$ cat src/rtl/oled_page_streamer_pkg.sv
// oled_pkg: shared constants and FSM state encoding for oled_page_streamer.
//   H_PIXELS / V_PIXELS / PAGES : panel geometry (128x64, 8 pages of 8 rows)
//   CMD_*                       : SSD1306 page-addressing command bytes
//   state_t                     : streamer FSM states
package oled_pkg;

  localparam int unsigned H_PIXELS = 128;
  localparam int unsigned V_PIXELS = 64;
  localparam int unsigned PAGES    = V_PIXELS / 8;

  localparam logic [7:0] CMD_PAGE_BASE = 8'hB0;
  localparam logic [7:0] CMD_COL_LO    = 8'h00;
  localparam logic [7:0] CMD_COL_HI    = 8'h10;

  typedef enum logic [2:0] {
    ST_IDLE,
    ST_CMD_PAGE,
    ST_CMD_COLLO,
    ST_CMD_COLHI,
    ST_FETCH,
    ST_CAPTURE,
    ST_SEND_DATA,
    ST_FINISH
  } state_t;

endpackage

$ cat src/rtl/oled_page_streamer.sv
// oled_page_streamer: walks the 128x64 monochrome framebuffer page by page and
// streams SSD1306 page-address commands followed by 128 bit-reordered column
// bytes on a valid/ready byte stream.
//   clk, rst        : clock, asynchronous active-high reset
//   start           : frame refresh request (sampled in IDLE)
//   busy, done      : frame in progress / one-cycle end-of-frame pulse
//   fb_re, fb_xpos, fb_ypos, fb_r_mode, fb_dout : framebuffer column read port
//   m_data, m_dc, m_valid, m_ready              : output byte stream
// Optional macro OLED_AUTO_REFRESH_EN: start held high in FINISH restarts the
// next frame immediately with busy kept high.
module oled_page_streamer
  import oled_pkg::*;
(
  input  logic       clk,
  input  logic       rst,
  input  logic       start,
  output logic       busy,
  output logic       done,
  output logic       fb_re,
  output logic [7:0] fb_xpos,
  output logic [7:0] fb_ypos,
  output logic       fb_r_mode,
  input  logic [7:0] fb_dout,
  output logic [7:0] m_data,
  output logic       m_dc,
  output logic       m_valid,
  input  logic       m_ready
);

  localparam logic [6:0] COL_LAST  = 7'(H_PIXELS - 1);
  localparam logic [2:0] PAGE_LAST = 3'(PAGES - 1);

  state_t     r_state;
  logic [2:0] r_page;
  logic [6:0] r_col;
  logic       r_busy;
  logic       r_done;
  logic       r_fb_re;
  logic [7:0] r_fb_xpos;
  logic [7:0] r_fb_ypos;
  logic [7:0] r_m_data;
  logic       r_m_dc;
  logic       r_m_valid;
  logic       w_hs;

  assign w_hs = r_m_valid & m_ready;

  // All outputs are registered: each one is loaded on the transition into the
  // state that owns it, so it is already valid during that state's cycle.
  always_ff @(posedge clk or posedge rst) begin
    if (rst) begin
      r_state   <= ST_IDLE;
      r_page    <= '0;
      r_col     <= '0;
      r_busy    <= 1'b0;
      r_done    <= 1'b0;
      r_fb_re   <= 1'b0;
      r_fb_xpos <= '0;
      r_fb_ypos <= '0;
      r_m_data  <= '0;
      r_m_dc    <= 1'b0;
      r_m_valid <= 1'b0;
    end else begin
      r_done <= 1'b0;
      case (r_state)
        ST_IDLE: begin
          if (start) begin
            r_state   <= ST_CMD_PAGE;
            r_page    <= '0;
            r_col     <= '0;
            r_busy    <= 1'b1;
            r_m_valid <= 1'b1;
            r_m_dc    <= 1'b0;
            r_m_data  <= CMD_PAGE_BASE;
          end
        end
        ST_CMD_PAGE: begin
          if (w_hs) begin
            r_state  <= ST_CMD_COLLO;
            r_m_data <= CMD_COL_LO;
          end
        end
        ST_CMD_COLLO: begin
          if (w_hs) begin
            r_state  <= ST_CMD_COLHI;
            r_m_data <= CMD_COL_HI;
          end
        end
        ST_CMD_COLHI: begin
          if (w_hs) begin
            r_state   <= ST_FETCH;
            r_m_valid <= 1'b0;
            r_col     <= '0;
            r_fb_re   <= 1'b1;
            r_fb_xpos <= '0;
            r_fb_ypos <= {2'b00, r_page, 3'b000};
          end
        end
        ST_FETCH: begin
          r_state   <= ST_CAPTURE;
          r_fb_re   <= 1'b0;
          r_fb_xpos <= '0;
          r_fb_ypos <= '0;
        end
        ST_CAPTURE: begin
          // Framebuffer bit7 is the top row; SSD1306 expects the top row in bit0.
          r_state   <= ST_SEND_DATA;
          r_m_data  <= {fb_dout[0], fb_dout[1], fb_dout[2], fb_dout[3],
                        fb_dout[4], fb_dout[5], fb_dout[6], fb_dout[7]};
          r_m_dc    <= 1'b1;
          r_m_valid <= 1'b1;
        end
        ST_SEND_DATA: begin
          if (w_hs) begin
            if (r_col != COL_LAST) begin
              r_state   <= ST_FETCH;
              r_col     <= r_col + 7'd1;
              r_m_valid <= 1'b0;
              r_fb_re   <= 1'b1;
              r_fb_xpos <= {1'b0, r_col + 7'd1};
              r_fb_ypos <= {2'b00, r_page, 3'b000};
            end else if (r_page != PAGE_LAST) begin
              // m_valid stays high straight into the next page command.
              r_state  <= ST_CMD_PAGE;
              r_page   <= r_page + 3'd1;
              r_m_dc   <= 1'b0;
              r_m_data <= CMD_PAGE_BASE | {5'b00000, r_page + 3'd1};
            end else begin
              r_state   <= ST_FINISH;
              r_m_valid <= 1'b0;
              r_m_dc    <= 1'b0;
              r_m_data  <= '0;
              r_done    <= 1'b1;
`ifdef OLED_AUTO_REFRESH_EN
              r_busy    <= ~start;
`else
              r_busy    <= 1'b0;
`endif
            end
          end
        end
        ST_FINISH: begin
`ifdef OLED_AUTO_REFRESH_EN
          if (start) begin
            r_state   <= ST_CMD_PAGE;
            r_page    <= '0;
            r_col     <= '0;
            r_busy    <= 1'b1;
            r_m_valid <= 1'b1;
            r_m_dc    <= 1'b0;
            r_m_data  <= CMD_PAGE_BASE;
          end else begin
            r_state <= ST_IDLE;
            r_busy  <= 1'b0;
          end
`else
          r_state <= ST_IDLE;
`endif
        end
        default: r_state <= ST_IDLE;
      endcase
    end
  end

  assign busy      = r_busy;
  assign done      = r_done;
  assign fb_re     = r_fb_re;
  assign fb_xpos   = r_fb_xpos;
  assign fb_ypos   = r_fb_ypos;
  assign fb_r_mode = 1'b1;
  assign m_data    = r_m_data;
  assign m_dc      = r_m_dc;
  assign m_valid   = r_m_valid;

endmodule

$ cat config.mk
export PLATFORM = sky130hd
export DESIGN_NAME = oled_page_streamer
export DESIGN_NICKNAME = d
export VERILOG_FILES = /design/src/rtl/oled_page_streamer_pkg.sv /design/src/rtl/oled_page_streamer.sv
export SDC_FILE = /design/constraint.sdc
export NUM_CORES = 1
export LEC_CHECK = 0
export ABC_AREA = 1
export CAP_MARGIN = 20
export CORE_MARGIN = 2
export CORE_UTILIZATION = 35
export DETAILED_ROUTE_END_ITERATION = 8
export SYNTH_ARGS = -nofsm -noshare
export SYNTH_HDL_FRONTEND = slang
export SYNTH_SLANG_ARGS = --single-unit
export TNS_END_PERCENT = 100
$ cat constraint.sdc
create_clock -name clk -period 1.44 [get_ports clk]
set_input_delay 0.288 -clock clk [delete_from_list [all_inputs] [get_ports clk]]
set_output_delay 0.288 -clock clk [all_outputs]
set_load 0.01 [all_outputs]
==> out/qor.yml, run 1 <==
sta:
  hold_violations: 0
  postLayoutSetupSlackWorst_ps: -18.4
  fmax_ghz: 0.686
  slew_violations: 0
  tns_ps: -39.6
  fin_crit_ps: 1460
  period_share_pct: 101
  rsz0062_at_grt: "true"
  finClkSkew_ps: 8.29
  finalSetupViolations: 3
final_layout:
  final_area_mm2: 0.00296
  most-common-layout-cells: "95 x nand2_1, 34 x buf_4, 33 x dfrtp_1, 22 x dlygate4sd2_1, 16 x inv_1"
  syn2layout_area_growth_pct: 51.9
  regArea_um2: 905
  final_common_cell: "nand2_1"
  nFillCells: 527
  multi_input_area_mm2: 0.00106
  fin_cells: 414
  layout-drive-gt1-share_pct: 31.3
  nets: 356
  final_util_pct: 54.5
  antenna_cells: 0
power_and_ir_drop:
  ir_worst_vdd_mv: 0.429
  total_leakage_power_nw: 1.64
  pwr_density_cell_mw_per_mm2: 618
  switching_share_pct: 21.8
  switchingPower_mw: 0.399
  combPwrFrac_pct: 3.5
  p_clk_share_pct: 41.3
  seqPwrFrac_pct: 55.1
  internal_power_mw: 1.43
die:
  pin_count: 42
  dieArea_mm2: 0.00619
  initial_core_util_pct: 35.9
  die_y_um: 78.7
  core_area_mm2: 0.00544
  core.rowCount: 27
  die_x_um: 78.7
worst_setup_path:
  reg2reg_slack_ps: -20
  worst_path_largest_cell_delay_ps: 450
  crit_required_ps: 1630
  crit_family: "simple AND/OR/NAND/NOR gates"
  critPathCapture: "m_data[4]"
  worst-path-buf-inv: 2
  crit_type: "flop to flop"
  cp-startpoint: "r_state[0]"
  r2r_start: "r_state[0]"
  cp-start-kind: "flop"
  cp_cell_sequence: "buf_6, nand2_2, nand2_2, nor3_4, nor2_4, buf_4, nand3_1, nand2_1"
  reg2reg_depth: 8
  crit_fanout: 6
  endpoint_kind: "flop"
  path_depth: 8
  r2r_end: "m_data[4]"
  arrival_ps: 1640
  worst_path_max_delay_cell: "dfrtp_2"
  path_common_cell: "nand2_2"
global_route:
  grt_max_degree: 37
  grtUsageTotal_pct: 15.6
  grt_pass1_vias: 1698
  grt-ovfl-total: 0
  grt_antenna_before_repair: 0
  grt_pass1_wl_um: 7650
synthesis:
  syn_area_mm2: 0.00195
  synth_top_area_cell: "dfrtp_1"
  ys_warn_count: 0
  syn_area_per_cell_um2: 7.39
  yosys_register_bits: 36
  netlist_top_cells_area: "dfrtp_1 46%, nand2_1 21%, nand3_1 4.4%"
  synth_top_area_share_pct: 46.2
  postSynthCellCount: 264
  ys_seq_area_share_pct: 46.2
  synth.distinct_cells: 22
detailed_routing:
  via_per_inst: 4.53
  wl_per_cell_um: 11.8
  dr.pass1.iters: 4
  routed_wl_um: 4900
  drt-initial-drc-count: 112
  vias: 1875
  antenna_left: 0
  drc_errors: 0
outcome:
  status: "finished, violations left"
  violations: "setup timing"
job:
  cap_violations: 0
placed_design:
  dpl_cell_area_mm2: 0.00254
  place_inst: 388
  gp_congestion: 0.828
  numPortBuffers: 34
  place_hpwl_um: 3260
clock_network:
  clk_latency_ps: 290
  clkSinkCount: 36
  cts_tree: "yes"
  cts_buffers: 5
  max-clock-path-buffers: 2
  htree_levels: 2
  clk_pin_slew_ps: 80
  root_buffer: "clkbuf_8"
worst_hold_path:
  hold_class: "input port to async pin"
-- registers in the layout, summed over array words and instances, names as in the netlist --
name / cells
m_data: 8
fb_xpos: 7
m_dc: 1
r_page: 3
busy: 1
r_state: 3
done: 1
fb_ypos: 3
m_valid: 1
fb_re: 1
r_col: 7
-- final cells by class --
type,count,area share [%]
Sequential cell,36,30.5
Timing Repair Buffer,78,23.6
Tap cell,72,3.04
Multi-Input combinational cell,193,35.9
Clock buffer,8,3.04
Inverter,27,3.84
-- worst min path at each step --
stage / start / endpoint / slack, ps / cells past startpoint
after global routing: rst / m_data[5] / 360 / 3
final: rst / m_data[5] / 340 / 3
after CTS: rst / m_data[5] / 350 / 3
after detailed placement: fb_xpos[0] / fb_xpos[0] / 460 / 2
after global placement: fb_xpos[2] / fb_xpos[2] / 460 / 2
after floorplan: fb_dout[4] / m_data[3] / 400 / 2
-- power by group through the flow --
stage	registers, mW	logic (mW)	clock network (mW)
2_1_floorplan	1.03	0.0377	0
3_3_place_gp	1.03	0.0675	0
3_5_place_dp	1.03	0.0673	0
4_1_cts	1.01	0.0674	0.778
5_1_grt	1.01	0.0736	0.830
6_report	1.01	0.0648	0.757
-- per-stage QoR --
step	power (mW)	setup WS, ps	hold slack [ps]
2_1_floorplan	1.07	26.1	405
3_3_place_gp	1.10	-240	457
3_5_place_dp	1.10	-254	458
4_1_cts	1.86	3.03	351
5_1_grt	1.91	-83.6	357
6_report	1.83	-18.4	345
-- cells in the mapped netlist --
master    instances
ha_1              3
nor2_4            2
nand2_2           6
nand3b_1          1
o21ai_1           3
o21ai_0          11
nand3_2           3
a21oi_1           6
buf_2             3
inv_1            21
nand4_1           5
nor2_1           17
nand3_1          17
nor3_1            1
nor2_2            2
nand2_1         107
conb_1            2
inv_2             6
nor3_2            1
o22ai_1           1
buf_4            10
dfrtp_1          36
-- cells by family (layout without fill, tap and decap cells) --
group / Yosys count / count (layout) / synth area share (%)
fa+ha+maj: 3 / 3 / 1.92
other cells: 2 / 7 / 0.385
simple gates: 162 / 162 / 36.2
flops: 36 / 36 / 46.2
buf+inv: 40 / 113 / 9.81
compound gates: 21 / 21 / 5.45
-- routing by layer --
layer	track usage (%)	share of wire, %
met1	21.5	46
met5	0	0
met2	24.5	49
met4	5.79	0.78
met3	2.53	3.8
-- worst min-delay path, stage by stage --
cell and delay, ps:
clkdlybuf4s50_1 400, inv_1 90, buf_12 220
-- timing repair --
item,in CTS,in global routing
setup buffers,8,10
hold buffers,0,0
resized for setup,39,54
endpoints found under the setup margin,54,35
pin swaps,11,15
Power figures use the tool's default switching activity.
==> run 2, diff against run 1 <==
--- a/config.mk
+++ b/config.mk
@@ -10,6 +10,8 @@
 export CORE_MARGIN = 2
 export CORE_UTILIZATION = 35
 export DETAILED_ROUTE_END_ITERATION = 8
+export MAX_ROUTING_LAYER = met4
+export SKIP_CTS_REPAIR_TIMING = 1
 export SYNTH_ARGS = -nofsm -noshare
 export SYNTH_HDL_FRONTEND = slang
 export SYNTH_SLANG_ARGS = --single-unit
==> run 2 against run 1 <==
Utilization is 1.8 points higher. Register-to-register slack worse by 30 ps. First-iteration DRC count is 29% higher. Sequential cell count unchanged. Critical path depth is the same. Combinational power increased by 0.9%. The run still ends with setup timing left. Power increased by 0.17%. Clock power hardly changed. Clock skew up 3.7 ps. Cell count fell by 0.72%. Setup slack worse by 31 ps.
==> out/qor.yml, run 2 (same netlist as run 1, synthesis figures left out) <==
outcome:
  status: "finished, violations left"
  violations: "setup timing"
detailed_routing:
  antenna_left: 0
  routed_wl_um: 4930
  dr.pass1.iters: 4
  via_per_inst: 4.61
  drt-initial-drc-count: 145
  vias: 1893
  drc_errors: 0
  wl_per_cell_um: 12.0
sta:
  fmax_ghz: 0.671
  finClkSkew_ps: 12.0
  fin_crit_ps: 1490
  slew_violations: 0
  postLayoutSetupSlackWorst_ps: -49.4
  period_share_pct: 103
  hold_violations: 0
  finalSetupViolations: 17
  tns_ps: -432
  whs_ps: 340
  rsz0062_at_grt: "true"
die:
  initial_core_util_pct: 35.9
  core_area_mm2: 0.00544
  core.rowCount: 27
  die_y_um: 78.7
  pin_count: 42
  die_x_um: 78.7
  dieArea_mm2: 0.00619
clock_network:
  max-clock-path-buffers: 2
  htree_levels: 2
  clk_pin_slew_ps: 80
  clkSinkCount: 36
  cts_tree: "yes"
  clk_latency_ps: 290
  root_buffer: "clkbuf_8"
  cts_buffers: 5
placed_design:
  numPortBuffers: 34
  gp_congestion: 0.840
  place_inst: 388
  dp_worst_setup_slack_ps: -254
  dpl_cell_area_mm2: 0.00254
  place_hpwl_um: 3260
global_route:
  grt_max_degree: 37
  grtUsageTotal_pct: 15.2
  grt-busiest-layer: "met2"
  grt_pass1_wl_um: 7250
  gr-usage-met2_pct: 23.2
  grt-ovfl-total: 0
  grt_pass1_vias: 1639
  grt_antenna_before_repair: 0
  grt_use_met3_pct: 2.53
  use_met1_pct: 20.4
final_layout:
  largest_register_ffs: 8
  final_common_cell: "nand2_1"
  final_area_mm2: 0.00306
  final_util_pct: 56.3
  fin_cells: 411
  syn2layout_area_growth_pct: 57.0
  antenna_cells: 0
  most-common-layout-cells: "86 x nand2_1, 33 x dfrtp_1, 30 x buf_4, 23 x dlymetal6s2s_1, 16 x nand2_2"
  nets: 353
  layout-drive-gt1-share_pct: 32.4
worst_setup_path:
  arrival_ps: 1670
  crit_fanout: 6
  endpoint_kind: "flop"
  crit_type: "flop to flop"
  cp-start-kind: "flop"
  reg2reg_depth: 8
  crit_required_ps: 1620
job:
  cap_violations: 0
power_and_ir_drop:
  total_leakage_power_nw: 2.01
  fin_total_pwr_mw: 1.84
  ir_worst_vdd_mv: 0.413
  pwr_density_cell_mw_per_mm2: 599
worst_hold_path:
  hold_class: "input port to async pin"
==> run 2: changes by cell type in the layout (fill, tap and decap cells not counted), sizes merged <==
| cell | change |
|---|---|
| buf | -4 |
| inv | -1 |
| dlygate4sd2 | -22 |
| clkinv | +1 |
| nand2 | +1 |
| dlymetal6s2s | +22 |
==> run 2: critical path: stages, from the launching register on <==
cell and delay [ps]:
dfrtp_2 460, buf_6 150, nand2_4 60, nand2_2 80, nor3_4 270, nor2_4 100, buf_4 140, nand3_1 60
nand2_1 50
==> run 2: cell type report <==
| class | instances | area, µm² |
|---|---|---|
| multi-input combinational | 194 | 1110 |
| inverter | 27 | 111 |
| clock buffer | 8 | 90.1 |
| fill | 507 | 2380 |
| sequential | 36 | 905 |
| tap | 72 | 90.1 |
| timing repair buffer | 74 | 753 |
==> run 2: routing by layer <==
| metal | share of wire, % | vias to the layer above | wire length [µm] |
|---|---|---|---|
| met5 | 0 | - | 0 |
| li1 | - | 958 | - |
| met3 | 3.5 | 8 | 171 |
| met2 | 49 | 33 | 2420 |
| met1 | 46 | 894 | 2280 |
| met4 | 1.2 | 0 | 58 |
==> run 2: worst paths after layout <==
check,slack [ps],startpoint,endpoint
setup / recovery,-50,r_state[0],m_data[7]
hold / removal,340,rst,m_data[5]
setup reg to reg,-50,r_state[0],m_data[7]
hold reg to reg,470,m_data[0],m_data[0]
max in group asynchronous,910,rst,r_col[5]
min in group clk,470,m_data[0],m_data[0]
==> run 2: power breakdown <==
group          switching [mW]  internal (mW)  leakage, nW
sequential                  0           1.01        0.479
combinational          0.0334         0.0319         1.48
clock                   0.369          0.391       0.0455
total                   0.402           1.43         2.01
